$ cat src/rtl/counter_enable_gen.sv
// -----------------------------------------------------------------------------
// counter_enable_gen
//
// Enable-pulse generator feeding the enable input of a downstream 4-bit
// counter. Control strobes (start/stop/step) and a hold level are turned into
// a prescaled stream of single-cycle enable pulses. A run is either free-running
// (burst length 0) or limited to a fixed number of pulses. Outside a run, a
// step strobe issues one pulse for single-stepping the counter.
//
// Parameters
//   PRESCALE_W  width of the prescale period field
//   BURST_W     width of burst length and pulse count
//
// Ports
//   clk_i         system clock, rising edge
//   reset_i       asynchronous active-high reset
//   start_i       strobe: begin a run from IDLE (latches prescale/burst_len)
//   stop_i        strobe: abort a run, highest priority
//   step_i        strobe: one enable pulse while IDLE
//   hold_i        level: freeze the prescaler while high during a run
//   prescale_i    pulse period minus one (P)
//   burst_len_i   pulses per run (B), 0 = free-run
//   enable_o      registered single-cycle enable pulse
//   running_o     high while in RUN or HOLD
//   done_o        registered single-cycle pulse on burst completion
//   pulse_cnt_o   pulses issued since the last start (wraps)
// -----------------------------------------------------------------------------
module counter_enable_gen #(
  parameter int PRESCALE_W = 8,
  parameter int BURST_W    = 4
) (
  input  logic                  clk_i,
  input  logic                  reset_i,
  input  logic                  start_i,
  input  logic                  stop_i,
  input  logic                  step_i,
  input  logic                  hold_i,
  input  logic [PRESCALE_W-1:0] prescale_i,
  input  logic [BURST_W-1:0]    burst_len_i,
  output logic                  enable_o,
  output logic                  running_o,
  output logic                  done_o,
  output logic [BURST_W-1:0]    pulse_cnt_o
);

  typedef enum logic [1:0] {
    S_IDLE = 2'd0,
    S_RUN  = 2'd1,
    S_HOLD = 2'd2
  } state_t;

  state_t                state_q, state_d;
  logic [PRESCALE_W-1:0] pc_q, pc_d;       // prescaler count
  logic [PRESCALE_W-1:0] p_q, p_d;         // latched prescale
  logic [BURST_W-1:0]    b_q, b_d;         // latched burst length
  logic [BURST_W-1:0]    cnt_q, cnt_d;     // pulses since start
  logic                  enable_q, enable_d;
  logic                  done_q, done_d;

  logic [BURST_W-1:0]    cnt_inc;

  assign cnt_inc = cnt_q + BURST_W'(1);

  // State register and all output registers.
  always_ff @(posedge clk_i or posedge reset_i) begin
    if (reset_i) begin
      state_q  <= S_IDLE;
      pc_q     <= '0;
      p_q      <= '0;
      b_q      <= '0;
      cnt_q    <= '0;
      enable_q <= 1'b0;
      done_q   <= 1'b0;
    end else begin
      state_q  <= state_d;
      pc_q     <= pc_d;
      p_q      <= p_d;
      b_q      <= b_d;
      cnt_q    <= cnt_d;
      enable_q <= enable_d;
      done_q   <= done_d;
    end
  end

  // Next-state logic. enable/done default low so every pulse lasts one cycle.
  always_comb begin
    state_d  = state_q;
    pc_d     = pc_q;
    p_d      = p_q;
    b_d      = b_q;
    cnt_d    = cnt_q;
    enable_d = 1'b0;
    done_d   = 1'b0;

    case (state_q)
      S_IDLE: begin
        if (stop_i) begin
          state_d = S_IDLE;
        end else if (start_i) begin
          p_d     = prescale_i;
          b_d     = burst_len_i;
          pc_d    = '0;
          cnt_d   = '0;
          state_d = S_RUN;
        end else if (step_i) begin
          enable_d = 1'b1;
        end
      end

      // RUN and HOLD share the same decision tree: hold is a level, so the
      // edge on which it is seen low already advances the prescaler. That way
      // H cycles of hold shift every later pulse by exactly H cycles.
      S_RUN, S_HOLD: begin
        if (stop_i) begin
          state_d = S_IDLE;
          pc_d    = '0;
        end else if (hold_i) begin
          state_d = S_HOLD;
        end else begin
          state_d = S_RUN;
          if (pc_q == p_q) begin
            pc_d     = '0;
            enable_d = 1'b1;
            cnt_d    = cnt_inc;
            if ((b_q != '0) && (cnt_inc == b_q)) begin
              done_d  = 1'b1;
              state_d = S_IDLE;
            end
          end else begin
            pc_d = pc_q + PRESCALE_W'(1);
          end
        end
      end

      default: begin
        state_d = S_IDLE;
        pc_d    = '0;
      end
    endcase
  end

  assign enable_o    = enable_q;
  assign done_o      = done_q;
  assign pulse_cnt_o = cnt_q;
  assign running_o   = (state_q != S_IDLE);

endmodule

$ cat config.mk
export PLATFORM = sky130hd
export DESIGN_NAME = counter_enable_gen
export DESIGN_NICKNAME = d
export VERILOG_FILES = /design/src/rtl/counter_enable_gen.sv
export SDC_FILE = /design/constraint.sdc
export NUM_CORES = 1
export LEC_CHECK = 0
export BUFFER_PORTS_ARGS = -buffer_cell sky130_fd_sc_hd__buf_2
export CAP_MARGIN = 20
export CORE_ASPECT_RATIO = 1.4
export CORE_MARGIN = 3
export CORE_UTILIZATION = 55
export DETAILED_ROUTE_END_ITERATION = 8
export GPL_ROUTABILITY_DRIVEN = 0
export PLACE_DENSITY = 0.84
export RECOVER_POWER = 25
export SLEW_MARGIN = 40
export SYNTH_ARGS = -nofsm -noshare
export SYNTH_HDL_FRONTEND = slang
export SYNTH_SLANG_ARGS = --single-unit
$ cat constraint.sdc
create_clock -name clk_i -period 4.2 [get_ports clk_i]
set_clock_uncertainty 0.2 [all_clocks]
set_input_delay 0.63 -clock clk_i [delete_from_list [all_inputs] [get_ports clk_i]]
set_output_delay 0.63 -clock clk_i [all_outputs]
set_load 0.01 [all_outputs]
Word-level counts from Yosys, hierarchy flattened
Index checks and enable logic that the tools add are counted.
{ "op_classes": {"addsub": 2, "n_bitwise": 1, "n_eq_ne": 11, "n_shift": 0, "magnitude_cmp": 0, "div_mod_pow": 0, "n_mul": 0, "n_reduce_logical": 9, "mux": 31} }
{ "ops": {"columns": ["cell", "count"], "rows": [
  ["$mux 8", 5],
  ["$mux 4", 5],
  ["$pmux 8 s2", 1],
  ["$mux 1", 13],
  ["$ne 2x2->1 const B", 5],
  ["$add 8x1->8 const B", 1],
  ["$eq 8x8->1", 1],
  ["$mux 2", 4],
  ["$pmux 4 s2", 1],
  ["$ne 3x3->1 const B", 2],
  ["$reduce_and 3->1", 2],
  ["$reduce_and 6->1", 1],
  ["$add 4x1->4 const B", 1],
  ["$eq 4x4->1", 1],
  ["$pmux 2 s2", 1],
  ["$reduce_bool 2->1", 2],
  ["$reduce_bool 4->1", 1],
  ["$eq 2x1->1 const B", 1],
  ["$eq 2x2->1 const B", 1],
  ["$logic_not 2->1", 1],
  ["$pmux 1 s2", 1],
  ["$reduce_or 2->1", 1],
  ["$logic_and 1x1->1", 1],
  ["$not 1->1", 1]
]} }
{ "word_totals": {"ff_bits": 28, "latch_bits": 0, "mem_bits_ro": 0, "word_cells": 61, "mem_bits_rw": 0, "in_bits": 18, "n_memories": 0, "output_inout_bits": 7} }

Logic depth before layout (Yosys ltp)
{ "logic_depth": {"depth_word": 8, "mapped_depth": 9, "mapped_depth_nobuf": 6} }

Least setup slack after synthesis
Ideal clock, no wire load.
{ "synth_timing": {"path_type": "register -> register", "start": "register state_q[0]", "end": "register pc_q[7]", "setup_time_ns": 0.088, "t_required_ns": 3.912, "path_stages_with_launch": 8, "arrival_time_ns": 2.127, "setup_slack_ns": 1.785, "synth_period_minus_slack_ns": 2.415, "n_path_buf": 1, "cell_sequence": "dfrtp_1 inv_1 ha_1 and3b_1 buf_6 a2111o_1 or4_1 a22oi_1"} }
{ "synth_via": {"elab_chain_len": 4, "word_cells_on_any_way": 9, "classes_between": "5 x eq/ne; 1 x mux; 3 x reduce/logical"} }
{ "synth_rtl": {"columns": ["item", "line", "source"], "rows": [
  ["from (decl)", "52", "state_t state_q, state_d;"],
  ["from (signal assigned)", "75", "state_q <= state_d;"],
  ["$eq 2x1->1 / $eq 2x2->1 (equally long branches)", "95", "case (state_q)"],
  ["$reduce_or 2->1", "95", null],
  ["$ne 3x3->1 (no line)", null, null],
  ["$reduce_and 3->1 (no line)", null, null],
  ["to (signal assigned)", "76", "pc_q <= pc_d;"],
  ["to (decl)", "53", "logic [PRESCALE_W-1:0] pc_q, pc_d;"]
]} }
Several ways; a longest one is shown, not always the timed one.
A chain may end at the register's enable or synchronous reset.

Worst setup path after layout
Same ends and word-level chain as after synthesis.

==> flow_results.org <==
** Status
- Run status :: finished clean

** Final layout
- Layout-stage area growth over the synthesis result :: 12.3%
- The net count of the finished layout is 192.
- Final antenna diode count :: 0
- Cell area after layout :: 1750 um^2
- The post-route netlist has 25.4% of its cells at a drive strength greater than 1.
- Non-filler cells, final :: 205

** Place
- Number of port buffers :: 24
- Once placement finished, the instance area stood at 1700 um^2.
- Once placement completed, the tool counted placed cells totaling 201.
- Detailed placement finished with a half-perimeter wire length of 2300 um.

** GRT
- After global routing the overflow that remains totals 0.
- Entering global routing, the biggest net connects 29 pins.
- Via count of the first global-routing pass :: 1177
- The number of antenna violations at the first check in global routing is 0.
- Total global-route track usage :: 19.3%
- The first global-routing pass estimated 5060 um of wire.

** Setup path
- Worst path cell trace :: inv_1 -> ha_1 -> and3b_1 -> a2111o_1 -> or4_1 -> a22oi_1
- CP delay by family, top :: simple AND/OR/NAND/NOR gates
- Data on the critical path is required at its endpoint by 4.26 ns.
- Crit path DAT :: 2.64 ns
- Critical Path Sink Type :: register
- The number of cells on the worst reg-to-reg path is 6.
- Critical path buffer and inverter count :: 1
- Reg-to-reg critical path startpoint :: state_q[0]$_DFFE_PP0P_
- Category of the critical setup timing path :: register to register
- STA classifies the critical path startpoint as a register.
- The endpoint identified for the worst register-to-register timing path is pc_q[7]$_DFFE_PP0P_.
- In this run the worst path has a maximum fanout of 9.
- Register-to-register path setup slack :: 1.62 ns
- The largest individual stage delay along the critical path comes from the cell or4_1.
- The largest single stage delay on the critical path is 0.53 ns.
- Cell count along the critical path :: 6

** Clock tree
- Number of H-tree levels :: 1
- Post-CTS Hold Fix Bufs :: 0
- The clock drives 28 sinks.
- Cts bufs inserted :: 3
- Post_cts resized :: 0
- Buffer count from post-CTS setup fixing :: 0
- Clock latency on the worst-skew pair :: 0.35 ns
- Root buffer cell :: clkbuf_4
- CTS tree :: yes
- After clock tree synthesis, the clock-pin slew on the worst setup and hold paths is 0.16 ns.
- Clock tree buffer depth :: 2

** Synth
- For this run, the leading register cell type out of synthesis is dfrtp_1.
- Dividing the synthesized area by the synthesized cell count gives 10.7 um^2.
- Synth Cell Area :: 1560 um^2
- Most numerous cell types in the synthesized netlist :: dfrtp_1 (28), mux2_2 (12), xnor2_1 (12)
- Top area cells in the synthesized netlist :: dfrtp_1 (45%), mux2_2 (8.7%), xnor2_1 (6.7%), ha_1 (3.2%), a21oi_1 (2.6%)
- Syn. warnings :: 0
- Number of synthesized flops with an enable pin :: 0
- Async set or reset register ratio after synthesis :: 100%
- Distinct cells, synth :: 40
- The share of the Yosys chip area taken by registers is 45.0%.
- Post-synthesis instance total :: 146
- Summed over all instances, the cell type with the most area after synthesis is dfrtp_1.
- dfrtp_1 is the most common cell in the netlist.
- The number of nets in the synthesized netlist is 168.
- After synthesis the netlist holds a flip-flop and latch count of 28.
- Of the post-synthesis cell area, the dominant cell type holds 45.0%.

** Die
- The initial utilization of the core area, before any placement, comes to 58.3%.
- The floorplan step defined a core boundary enclosing 2670 um^2.
- Die footprint :: 3520 um^2
- Die outline height :: 69.0 um
- In this run the count of I/O pins placed on the die edge is 25.
- The floorplan has 22 rows.
- The floorplan step set the die width to 51.0 um.

** Flow run
- Max-cap violations in this run came to 0.

** Route
- Average wire per cell in the routed design :: 15.2 um
- Summed over all layers, the routed wires come to 3110 um.
- Drt pass-1 iters :: 4
- For this run, design rule violations remaining after detail routing come to 0.
- Routed vias :: 1234
- In this run, the number of DRC markers left after iteration 0 of detailed routing was 40.
- In the routed layout, each cell is associated on average with a via count of 6.02.
- Remaining antenna violation count :: 0

** Timing
- Measured slew at the worst slew-check pin :: 1.01 ns
- The final hold violation count came to 0.
- Final cycle utilization of the critical path :: 61.5%
- The clock period could shrink to 2.58 ns.
- Final Max Slew Viols :: 0
- In this run the tightest slew margin relative to its limit is 32.4%.
- Setup repair after global routing missed its margin :: no
- Sum of negative setup slack :: 0 ns
- Derived from the worst setup path, the maximum achievable clock frequency is 387 MHz.
- Setup violations remaining at the end of the flow were counted as 0.

** Power and ir drop
- PD cells :: 381 nW/um^2
- Standby leakage power :: 0.787 nW
- IR analysis of the VDD net gives a maximum drop of 226 uV.

** Worst hold path
- Path category of the worst min-delay check :: input pin to asynchronous set/reset pin
## cell type report
| type | instances | area [um^2] |
|---|---|---|
| flip-flops and latches | 28 | 701 |
| well taps | 36 | 45.0 |
| clock inverters | 1 | 30.0 |
| fillers | 229 | 921 |
| clock buffers | 3 | 22.5 |
| repair buffers | 24 | 120 |
| inverters | 9 | 33.8 |
| multi-input cells | 104 | 797 |
## cell families (layout without fill, tap and decap cells)
| logic type | count (synthesis) | after routing | share of synthesized area, % |
|---|---|---|---|
| mux | 14 | 14 | 9.96 |
| buf+inv | 14 | 37 | 3.85 |
| fa+ha+maj | 4 | 4 | 3.21 |
| compound gates | 35 | 35 | 15.1 |
| flops | 28 | 28 | 45.0 |
| xor+xnor | 14 | 14 | 8.75 |
| simple gates | 37 | 37 | 14.1 |
## flip-flops by register name, indices dropped and copies added, names as in the netlist
register     flops
pulse_cnt_o      4
state_q          2
b_q              4
p_q              8
enable_o         1
pc_q             8
done_o           1
## through the flow
stage | total power [mW] | util (%) | worst slack [ns] | hold slack, ns
detailed placement | 0.492 | 63.5 | 1.65 | 0.317
global route | 0.700 | 65.5 | 1.52 | 0.290
CTS | 0.668 | 65.5 | 1.64 | 0.128
finish | 0.666 | 65.5 | 1.62 | 0.285
global placement | 0.480 | 63.5 | 1.79 | 0.294
floorplan | 0.452 | - | 1.78 | 0.275
## cells in the final DEF, fill, tap and decap left out, types with 3 or more instances in the layout
| cell | synthesis | routed |
|---|---|---|
| a211oi_1 | 4 | 4 |
| a22oi_1 | 3 | 3 |
| o21ai_0 | 7 | 7 |
| a21oi_1 | 8 | 8 |
| buf_2 | 0 | 24 |
| nand3_1 | 8 | 8 |
| clkbuf_4 | 0 | 3 |
| nor2_1 | 3 | 3 |
| nand4_1 | 5 | 5 |
| inv_1 | 9 | 9 |
| xnor2_1 | 12 | 12 |
| nand2_1 | 3 | 3 |
| or3_1 | 3 | 3 |
| mux2_2 | 12 | 12 |
| dfrtp_1 | 28 | 28 |
| ha_1 | 4 | 4 |
## worst max path at each step
stage                                      start             endpoint  slack, ns
after detailed placement  state_q[0]$_DFFE_PP0P_  pc_q[7]$_DFFE_PP0P_       1.65
final                     state_q[0]$_DFFE_PP0P_  pc_q[7]$_DFFE_PP0P_       1.62
after CTS                 state_q[0]$_DFFE_PP0P_  pc_q[7]$_DFFE_PP0P_       1.64
after global placement    state_q[0]$_DFFE_PP0P_  pc_q[7]$_DFFE_PP0P_       1.79
after floorplan           state_q[0]$_DFFE_PP0P_  pc_q[7]$_DFFE_PP0P_       1.78
after global routing      state_q[0]$_DFFE_PP0P_  pc_q[7]$_DFFE_PP0P_       1.52
## where the power goes
group	leakage (nW)	switching, mW	internal [mW]
registers	0.362	0.0287	0.306
clock network	0.0279	0.0839	0.0968
logic	0.397	0.0745	0.0764
total	0.787	0.187	0.479
## routing by layer
metal / GRT usage, % / vias to the layer above / part of all wire [%]
li1: - / 583 / -
met1: 22.8 / 595 / 41
met2: 33.9 / 44 / 50
met3: 2.37 / 12 / 4.8
met4: 11.1 / 0 / 3.7
met5: 0 / - / 0
(Power assumes the default switching activity.)
